--- config.mk ---
export PLATFORM = sky130hd
export DESIGN_NAME = spi_nor_reader
export DESIGN_NICKNAME = d
export VERILOG_FILES = /design/src/rtl/spi_nor_reader.sv
export SDC_FILE = /design/constraint.sdc
export NUM_CORES = 1
export LEC_CHECK = 0
export BUFFER_PORTS_ARGS = -buffer_cell sky130_fd_sc_hd__buf_4
export CORE_MARGIN = 3
export CORE_UTILIZATION = 55
export CTS_CLUSTER_SIZE = 30
export DETAILED_ROUTE_END_ITERATION = 16
export PLACE_DENSITY = 0.76
export SYNTH_ARGS = -nofsm -noshare
export SYNTH_HDL_FRONTEND = slang
export SYNTH_SLANG_ARGS = --single-unit
--- constraint.sdc ---
create_clock -name clk -period 3.7 [get_ports clk]
set_clock_uncertainty 0.15 [all_clocks]
set_input_delay 0.185 -clock clk [delete_from_list [all_inputs] [get_ports clk]]
set_output_delay 0.185 -clock clk [all_outputs]
set_load 0.02 [all_outputs]
--- src/rtl/spi_nor_reader.sv ---
// rtl/spi_nor_reader.sv - SPI NOR 1-1-1 read initiator with sequential-stream continuation
module spi_nor_reader #(
    parameter int         CLK_DIV  = 2,
    parameter logic [7:0] READ_CMD = 8'h03,
    parameter int         CSB_IDLE = 2,
    parameter int         HOLD_MAX = 64
) (
    input  logic        clk,
    input  logic        rst,
    input  logic        req,
    input  logic [23:0] addr,
    output logic        ready,
    output logic [7:0]  rdata,
    output logic        nor_sck,
    output logic        nor_csb,
    output logic        nor_si,
    input  logic        nor_so
);

    typedef enum logic [2:0] {
        S_IDLE,
        S_CMD,
        S_ADDR,
        S_DATA,
        S_HOLD,
        S_GAP
    } state_t;

    localparam int DIV_W  = $clog2(CLK_DIV + 1);
    localparam int HOLD_W = $clog2(HOLD_MAX + 1);
    localparam int GAP_W  = $clog2(CSB_IDLE + 1);

    state_t              r_state;
    logic [DIV_W-1:0]    r_div;
    logic [4:0]          r_bit;
    logic [30:0]         r_tx;
    logic [7:0]          r_rx;
    logic [23:0]         r_next;
    logic [HOLD_W-1:0]   r_hold;
    logic [GAP_W-1:0]    r_gap;
    logic                r_sck;
    logic                r_csb;
    logic                r_si;
    logic                r_ready;
    logic [7:0]          r_rdata;

    assign nor_sck = r_sck;
    assign nor_csb = r_csb;
    assign nor_si  = r_si;
    assign ready   = r_ready;
    assign rdata   = r_rdata;

    // Loading r_div with CLK_DIV (not CLK_DIV-1) gives one setup cycle before the
    // first sck low phase, so si/csb are settled a full half-period before the rise.
    always_ff @(posedge clk or posedge rst) begin
        if (rst) begin
            r_state <= S_IDLE;
            r_div   <= '0;
            r_bit   <= '0;
            r_tx    <= '0;
            r_rx    <= '0;
            r_next  <= '0;
            r_hold  <= '0;
            r_gap   <= '0;
            r_sck   <= 1'b0;
            r_csb   <= 1'b1;
            r_si    <= 1'b0;
            r_ready <= 1'b0;
            r_rdata <= '0;
        end else begin
            r_ready <= 1'b0;
            case (r_state)
                S_IDLE: begin
                    if (req) begin
                        r_csb   <= 1'b0;
                        r_sck   <= 1'b0;
                        r_si    <= READ_CMD[7];
                        r_tx    <= {READ_CMD[6:0], addr};
                        r_next  <= addr + 24'd1;
                        r_bit   <= '0;
                        r_div   <= DIV_W'(CLK_DIV);
                        r_state <= S_CMD;
                    end
                end
                S_CMD, S_ADDR, S_DATA: begin
                    if (r_div != '0) begin
                        r_div <= r_div - 1'b1;
                    end else begin
                        r_div <= DIV_W'(CLK_DIV - 1);
                        r_sck <= ~r_sck;
                        if (!r_sck) begin
                            r_rx <= {r_rx[6:0], nor_so};
                        end else begin
                            r_bit <= r_bit + 5'd1;
                            r_tx  <= {r_tx[29:0], 1'b0};
                            r_si  <= r_tx[30];
                            if (r_state == S_CMD && r_bit == 5'd7) begin
                                r_state <= S_ADDR;
                                r_bit   <= '0;
                            end else if (r_state == S_ADDR && r_bit == 5'd23) begin
                                r_state <= S_DATA;
                                r_bit   <= '0;
                                r_si    <= 1'b0;
                            end else if (r_state == S_DATA) begin
                                r_si <= 1'b0;
                                if (r_bit == 5'd7) begin
                                    r_state <= S_HOLD;
                                    r_ready <= 1'b1;
                                    r_rdata <= r_rx;
                                    r_hold  <= '0;
                                end
                            end
                        end
                    end
                end
                S_HOLD: begin
                    // req seen during the ready cycle still belongs to the finished byte
                    if (req && !r_ready) begin
                        if (addr == r_next) begin
                            r_next  <= r_next + 24'd1;
                            r_bit   <= '0;
                            r_div   <= DIV_W'(CLK_DIV);
                            r_state <= S_DATA;
                        end else begin
                            r_gap   <= '0;
                            r_state <= S_GAP;
                        end
                    end else if (r_hold == HOLD_W'(HOLD_MAX - 1)) begin
                        r_gap   <= '0;
                        r_state <= S_GAP;
                    end else begin
                        r_hold <= r_hold + 1'b1;
                    end
                end
                S_GAP: begin
                    r_csb <= 1'b1;
                    if (r_gap == GAP_W'(CSB_IDLE - 1)) begin
                        r_state <= S_IDLE;
                    end else begin
                        r_gap <= r_gap + 1'b1;
                    end
                end
                default: begin
                    r_state <= S_IDLE;
                    r_csb   <= 1'b1;
                end
            endcase
        end
    end

endmodule

Word-level counts from Yosys, hierarchy flattened
Index checks and enable logic that the tools add are counted.
{ "word_totals": {"output_inout_bits": 12, "regBits": 94, "input_bits": 28} }
{ "op_classes": {"eq_ne": 27, "bitwise": 5, "n_addsub": 6, "reduce_logical": 24, "mux": 64} }
{ "op_table": {"columns": ["cell", "count"], "rows": [
  ["$mux 31", 3],
  ["$mux 24", 3],
  ["$pmux 31 s2", 1],
  ["$mux 7", 8],
  ["$add 24x1->24 const B", 2],
  ["$pmux 24 s2", 1],
  ["$mux 5", 7],
  ["$mux 3", 11],
  ["$ne 2x2->1 const B", 13],
  ["$eq 24x24->1", 1],
  ["$mux 2", 8],
  ["$reduce_and 4->1", 4],
  ["$pmux 5 s3", 1],
  ["$mux 1", 14],
  ["$pmux 7 s2", 1],
  ["$reduce_and 7->1", 2],
  ["$pmux 3 s4", 1],
  ["$reduce_bool 2->1", 5],
  ["$reduce_and 9->1", 1],
  ["$ne 4x4->1 const B", 2],
  ["$add 7x1->7 const B", 1],
  ["$eq 7x6->1 const B", 1],
  ["$eq 3x2->1 const B", 2],
  ["$eq 3x3->1 const B", 2],
  ["21 further kinds", 31]
]} }

Depth between registers and ports, before layout
Gate-level depths: netlist of run 1.
{ "depth": {"ltp_word": 8, "mapped_depth": 17, "ltp_nobuf": 10} }

Worst setup path after synthesis of run 1
OpenSTA, ideal clock, no wires.
{ "synth_path": {"path_kind": "register -> register", "start": "register r_state[1]", "end": "register r_next[18]", "path_slack_ps": -168, "synth_period_minus_slack_ps": 3868, "t_arrival_ps": 3590, "required_time_ps": 3422, "path_stages_with_launch": 17, "cell_sequence": "dfrtp_1 or3b_1 buf_6 clkbuf_1 buf_2 buf_2 buf_2 o21ai_0 ha_1 clkbuf_1 nand3_1 nor4_1 a41o_1 clkbuf_1 nand3_1 mux2i_1 a22oi_2"} }
{ "synth_between": {"elab_chain_cells": 3} }
{ "synth_lines": {"columns": ["element", "line_no", "rtl"], "rows": [
  ["from (decl)", "33", "state_t r_state;"],
  ["from (signal assigned)", "57", "r_state <= S_IDLE;"],
  ["from (signal assigned)", "82", "r_state <= S_CMD;"],
  ["from (signal assigned)", "98", "r_state <= S_ADDR;"],
  ["$eq 3x3->1 or $logic_not 3->1 (tied branches)", "72", "case (r_state)"],
  ["$ne 2x2->1 (no line) or $reduce_bool 2->1 (tied branches)", null, null],
  ["$reduce_and 4->1 (no line)", null, null],
  ["to (signal assigned)", "79", "r_next <= addr + 24'd1;"],
  ["to (signal assigned)", "120", "r_next <= r_next + 24'd1;"],
  ["to (decl)", "38", "logic [23:0] r_next;"]
]} }
Several ways; a longest one is shown, not always the timed one.
A chain may end at the register's enable or synchronous reset.

Final worst setup path of run 1
{ "layout_path": {"start": "register r_state[1]", "end": "register r_next[20]"} }
Same word-level chain as after synthesis.

==> impl_metrics.csv, run 1 <==
group,metric,value,unit
timing,fin_setup_tns,0,ns
hold_path,hp-class,"input port to flip-flop",
setup_path,cp_slowest_cell,"or3b_2",
pwr,peakVddDrop,0.433,mV
routing,drc,0,
synth,ys_warn_count,0,
die,initial_core_util,57.1,%
layout,layout_common_cells,"111 x nand2_1, 93 x dfrtp_1, 61 x nor2_1",
timing,whs,0.0450,ns
setup_path,cp-end-kind,"flip-flop",
timing,worst_pin_slew,0.765,ns
routing,ant_nets,0,
timing,rsz0062_at_grt,"no",
hold_path,hold_path_depth,4,
global_route,grt_pass1_vias,5504,
setup_path,r2r_start,"r_state[1]$_DFFE_PP0P_",
place,dp.cells,845,
timing,hold_viol_final,0,
synth,synthFlopType,"dfrtp_1",
timing,fin_crit_sh,89.4,%
layout,num-nets-final,777,
layout,area_growth,14.0,%
clock_tree,numCtsBuffers,9,
place,hpwl,10900,µm
setup_path,cp_max_fo,15,
die,floorplan.die.width,110,µm
global_route,grt_pass1_wl,26400,µm
timing,setup_violations,0,
global_route,track_usage,27.6,%
place,gp_congestion,0.987,
setup_path,cpMostUsedCell,"nand3_1",
die,io_pins,40,
routing,vias,5617,
synth,synthArstFlopShare,100,%
layout,drive_gt1_share,15.5,%
setup_path,worst-path-stages,9,
pwr,p_leak,0.00300,µW
die,num_rows,37,
routing,drtIter0Drc,722,
clock_tree,cts_num_sinks,94,
clock_tree,root_buffer,"clkbuf_8",
timing,fmax,0.302,GHz
setup_path,cp_cell_sequence,"or3b_2 -> o21ai_0 -> ha_1 -> nand3_1 -> nor4_1 -> a41o_2 -> nand3_1 -> mux2i_1 -> a211o_1",
die,die_h,110,µm
place,port_buffers,39,
synth,synthesis.nets,735,
routing,drtPass1Iterations,5,
setup_path,start_kind,"flip-flop",
clock_tree,clockBufferDepth,2,
setup_path,cpLargestDelayFamily,"simple AND/OR/NAND/NOR gates",
synth,ys_seq_elements,94,
routing,vias_per_cell,6.34,
place,dpl-instance-area,6370,µm²
clock_tree,clk_latency,0.38,ns
setup_path,cp-endpoint,"r_next[20]$_DFFE_PP0P_",
layout,finalNonFillerCells,886,
layout,multi_input_area,3390,µm²
setup_path,arrival,3.43,ns
layout,utilization,65.0,%
synth,synth_cell_type_count,64,
synth,synth_area,5970,µm²
die,fp.dieArea,12100,µm²
timing,period_minus_slack,3.31,ns
layout,nFillCells,907,
global_route,grt_max_degree,56,
job,cap_violations,0,
layout,design_area,6810,µm²
layout,antennaDiodeCount,0,
setup_path,cp.required,3.82,ns
setup_path,rr_endpoint,"r_next[20]$_DFFE_PP0P_",
synth,syn_inst,703,
layout,regArea,2350,µm²
routing,wl_per_cell,18.2,µm
clock_tree,path_clk_slew,0.10,ns
routing,wl,16100,µm
setup_path,reg2reg_depth,9,
synth,synth-seq-area-share,39.4,%
clock_tree,post_cts_buffers,0,
clock_tree,htree_levels,3,
layout,layout_commonest_cell,"nand2_1",
run_status,status,"finished, final reports clean",
clock_tree,cts_tree,"done",
setup_path,r2r_slack,0.39,ns
synth,syn_area_per_cell,8.49,µm²
setup_path,startpoint,"r_state[1]$_DFFE_PP0P_",
global_route,grt.overflow.total,0,
synth,synth_edf_count,0,
global_route,antenna_found_initial,0,
setup_path,max_stage_delay,0.58,ns
pwr,p_per_area,574,nW/µm²
setup_path,crit_type,"flip-flop to flip-flop",
timing,slew-limit-headroom,48.9,%
setup_path,path_buf_inv,0,
die,core-area,10500,µm²
timing,slew_viol_final,0,
==> logic make-up after synthesis <==
| kind of cell | synth area share (%) |
|---|---|
| compound gates | 17.9 |
| xor+xnor | 4.11 |
| fa+ha+maj | 0.838 |
| buf+inv | 4.21 |
| flops | 39.4 |
| mux | 8.84 |
| simple gates | 24.7 |
==> timing repair <==
| action | in CTS | in global routing |
|---|---|---|
| hold buffers | 25 | 0 |
| gates resized for setup | 0 | 1 |
| endpoints found under the setup margin | 0 | 2 |
| hold endpoints to repair | 66 | 0 |
==> routing by layer <==
| metal | up-vias | GRT usage [%] | routed length (µm) |
|---|---|---|---|
| met4 | 0 | 14.7 | 638 |
| met5 | - | 0 | 0 |
| li1 | 2626 | - | - |
| met1 | 2684 | 35.1 | 6750 |
| met2 | 254 | 44.5 | 7550 |
| met3 | 53 | 5.18 | 1140 |
==> layout make-up <==
| type | instances | share of cell area, % |
|---|---|---|
| inverter | 12 | 0.680 |
| clock buffer | 9 | 1.82 |
| tap | 136 | 2.50 |
| multi-input combinational | 548 | 49.8 |
| clock inverter | 7 | 0.827 |
| timing repair buffer | 80 | 9.74 |
| sequential | 94 | 34.6 |
==> worst reg2reg max path, cell delays in order, from the launching register on <==
cell and delay, ns:
dfrtp_1 0.39, or3b_2 0.58, o21ai_0 0.27, ha_1 0.23, nand3_1 0.14, nor4_1 0.45, a41o_2 0.35, nand3_1 0.20
mux2i_1 0.16, a211o_1 0.29
==> how the worst min path moves through the flow <==
stage	startpoint	endpoint	slack, ns
global route	addr[0]	r_next[0]$_DFFE_PP0P_	0.11
global placement	rst	rdata[4]$_DFFE_PP0P_	0.21
detailed placement	rst	rdata[4]$_DFFE_PP0P_	0.20
floorplan	addr[10]	r_tx[10]$_DFFE_PP0P_	0.18
finish	addr[0]	r_next[0]$_DFFE_PP0P_	0.04
CTS	addr[0]	r_next[0]$_DFFE_PP0P_	0.03
==> through the flow <==
stage	worst slack, ns	total power, µW
floorplan	0.0487	2800
global placement	0.432	3140
detailed placement	0.296	3220
CTS	0.279	3910
global route	0.150	4190
finish	0.392	3910
==> power breakdown <==
part	total [µW]	switching [µW]	internal, µW	leakage (µW)
clock network	659	405	254	0.0000959
registers	1760	362	1400	0.00110
logic	1490	859	633	0.00180
total	3910	1630	2280	0.00300
==> flip-flops by register name, indices dropped and copies added, names as in the netlist <==
signal   flops
nor_csb      1
nor_sck      1
nor_si       1
r_bit        5
r_div        2
r_gap        2
r_hold       7
r_next      24
r_rx         8
r_state      3
r_tx        31
rdata        8
ready        1
==> cell usage after synthesis, drive strengths merged (4+ instances only) <==
library cell  number  area share [%]
ha                 4            0.84
a21boi             5            0.63
nand4             14             1.5
nor3              12             1.1
a211o              6            0.88
dfrtp             93              39
nand3             34             2.8
o21ai             42             3.5
a22o               4            0.59
and3              15             1.6
xor2              16             2.3
nor4              10             1.3
nand3b             7            0.88
xnor2             12             1.8
nand2            111             7.0
a21oi             29             2.4
o211ai             5            0.63
nor3b              4            0.59
inv               12            0.75
mux2i             20             3.6
mux2              28             5.3
nand2b            12             1.3
a31oi             40             4.2
buf               17             1.4
o31ai              8             1.0
nor2              63             4.0
clkbuf            32             2.0
Power figures use the tool's default switching activity.
==> run 2: changes to the inputs <==
- BUFFER_PORTS_ARGS: -buffer_cell sky130_fd_sc_hd__buf_4 -> -buffer_cell sky130_fd_sc_hd__buf_2
- CORE_UTILIZATION: 55 -> 57
- CTS_BUF_LIST: default -> sky130_fd_sc_hd__clkbuf_4 sky130_fd_sc_hd__clkbuf_8
- GPL_ROUTABILITY_DRIVEN: default -> 0
- PLACE_DENSITY: 0.76 -> 0.79
==> run 2 against run 1 <==
Effect of this change:
- worst setup slack worse by 0.065 ns
- critical path depth unchanged
- core utilization grew 1.9 points
- fmax is 1.9% lower
- flip-flop and latch count is the same
- critical path type unchanged
- critical endpoint unchanged
- highest routed layer unchanged
==> impl_metrics.csv, run 2 (synthesized netlist as in run 1, its figures left out) <==
group,metric,value,unit
setup_path,start_kind,"flip-flop",
setup_path,arrival,3.50,ns
setup_path,startpoint,"r_state[1]$_DFFE_PP0P_",
global_route,track_usage,28.5,%
global_route,antenna_found_initial,1,
routing,wl_per_cell,18.3,µm
timing,fin_setup_tns,0,ns
layout,drive_gt1_share,15.6,%
global_route,grt.overflow.total,0,
run_status,status,"finished, final reports clean",
setup_path,crit_type,"flip-flop to flip-flop",
die,initial_core_util,59.7,%
layout,layout_commonest_cell,"nand2_1",
clock_tree,cts_tree,"done",
pwr,p_leak,0.00298,µW
die,die_h,108,µm
timing,fmax,0.296,GHz
routing,drtIter0Drc,702,
timing,rsz0062_at_grt,"no",
clock_tree,numCtsBuffers,9,
global_route,grt_pass1_vias,5552,
hold_path,hp-start,"addr[14]",
timing,setup_ws,0.327,ns
timing,fin_crit_sh,91.2,%
routing,drc,0,
setup_path,cp-end-kind,"flip-flop",
place,hpwl,11100,µm
layout,finalNonFillerCells,877,
die,fp.dieArea,11700,µm²
pwr,p_total,4080,µW
die,core-area,10000,µm²
layout,design_area,6700,µm²
layout,largest_reg_flops,31,
routing,vias,5603,
setup_path,cp_max_fo,15,
clock_tree,clk_latency,0.38,ns
setup_path,cp.required,3.83,ns
global_route,grt_max_degree,47,
place,port_buffers,39,
clock_tree,htree_levels,3,
routing,ant_nets,0,
clock_tree,cts-resized-gates,0,
layout,reg_top3,"r_tx (31), r_next (24)",
place,dp_worst_setup_slack,0.371,ns
pwr,p_per_area,609,nW/µm²
die,floorplan.die.width,108,µm
setup_path,r2r_start,"r_state[1]$_DFFE_PP0P_",
layout,largest_register,"r_tx",
layout,layout_common_cells,"111 x nand2_1, 93 x dfrtp_1, 61 x nor2_1",
timing,setup_violations,0,
timing,slew_viol_final,0,
clock_tree,clockBufferDepth,2,
clock_tree,root_buffer,"clkbuf_8",
timing,hold_viol_final,0,
place,dp.cells,843,
clock_tree,path_clk_slew,0.10,ns
pwr,peakVddDrop,0.376,mV
timing,period_minus_slack,3.37,ns
timing,worst_pin_slew,0.849,ns
clock_tree,cts_num_sinks,94,
hold_path,hp-class,"input port to flip-flop",
place,dpl-instance-area,6280,µm²
routing,vias_per_cell,6.39,
layout,area_growth,12.2,%
routing,wl,16000,µm
routing,drtPass1Iterations,5,
layout,num-nets-final,770,
die,io_pins,40,
die,num_rows,36,
global_route,grt_pass1_wl,26700,µm
job,cap_violations,0,
timing,slew-limit-headroom,43.3,%
[run 2: cell types whose count changed in the layout (fill, tap and decap cells not counted), sizes merged]
cell | before | now
buf | 55 | 56
diode | 0 | 1
clkinv | 5 | 3
inv | 14 | 13
bufinv | 0 | 3
dlygate4sd3 | 25 | 17
[run 2: what timing repair did]
item | CTS | global route
hold buffers | 17 | 0
endpoints found under the hold margin | 60 | 0
buffers inserted | 0 | 0
[run 2: per-stage QoR]
stage | util, % | hold slack [ns]
3_3_place_gp | 62.8 | 0.219
5_1_grt | 67.0 | 0.0254
3_5_place_dp | 62.8 | 0.223
2_1_floorplan | - | 0.185
4_1_cts | 66.9 | 0.000852
6_report | 67.0 | 0.0158
[run 2: power by group]
| part | internal [µW] | switching, µW | total [µW] |
|---|---|---|---|
| logic | 612 | 855 | 1470 |
| clock network | 454 | 385 | 839 |
| registers | 1400 | 376 | 1770 |
| total | 2460 | 1620 | 4080 |
[run 2: cell type report]
type                            count  area, µm²
Timing Repair Buffer               73        493
Clock inverter                      7        120
Sequential cell                    94       2350
Clock buffer                        9        124
Inverter                           12       46.3
Antenna cell                        1       2.50
Fill cell                         812       3300
Tap cell                          133        166
Multi-Input combinational cell    548       3390
[run 2: worst max-delay path: stages (launching register included)]
cell     delay, ns
dfrtp_1       0.38
or3b_2        0.48
o21ai_0       0.29
ha_1          0.24
nand3_1       0.13
nor4_1        0.42
a41o_1        0.48
nand3_1       0.25
mux2i_1       0.17
a211o_1       0.29
[run 2: worst paths after layout]
check | endpoint | slack (ns) | cells after the start
worst max register to register | r_next[20]$_DFFE_PP0P_ | 0.33 | 9
worst min register to register | rdata[3]$_DFFE_PP0P_ | 0.36 | 1
worst max-delay path | r_next[20]$_DFFE_PP0P_ | 0.33 | 9
worst min-delay path | r_tx[14]$_DFFE_PP0P_ | 0.02 | 3
max in group asynchronous | r_tx[9]$_DFFE_PP0P_ | 2.20 | 4
min in group asynchronous | rdata[1]$_DFFE_PP0P_ | 0.34 | 3
[run 2: per-layer routing]
layer / vias to the layer above / wire length [µm] / GRT usage [%]
met2: 276 / 7960 / 48.8
met4: 0 / 405 / 13.9
met3: 32 / 1100 / 3.28
li1: 2608 / - / -
met1: 2687 / 6570 / 36.0
met5: - / 0 / 0
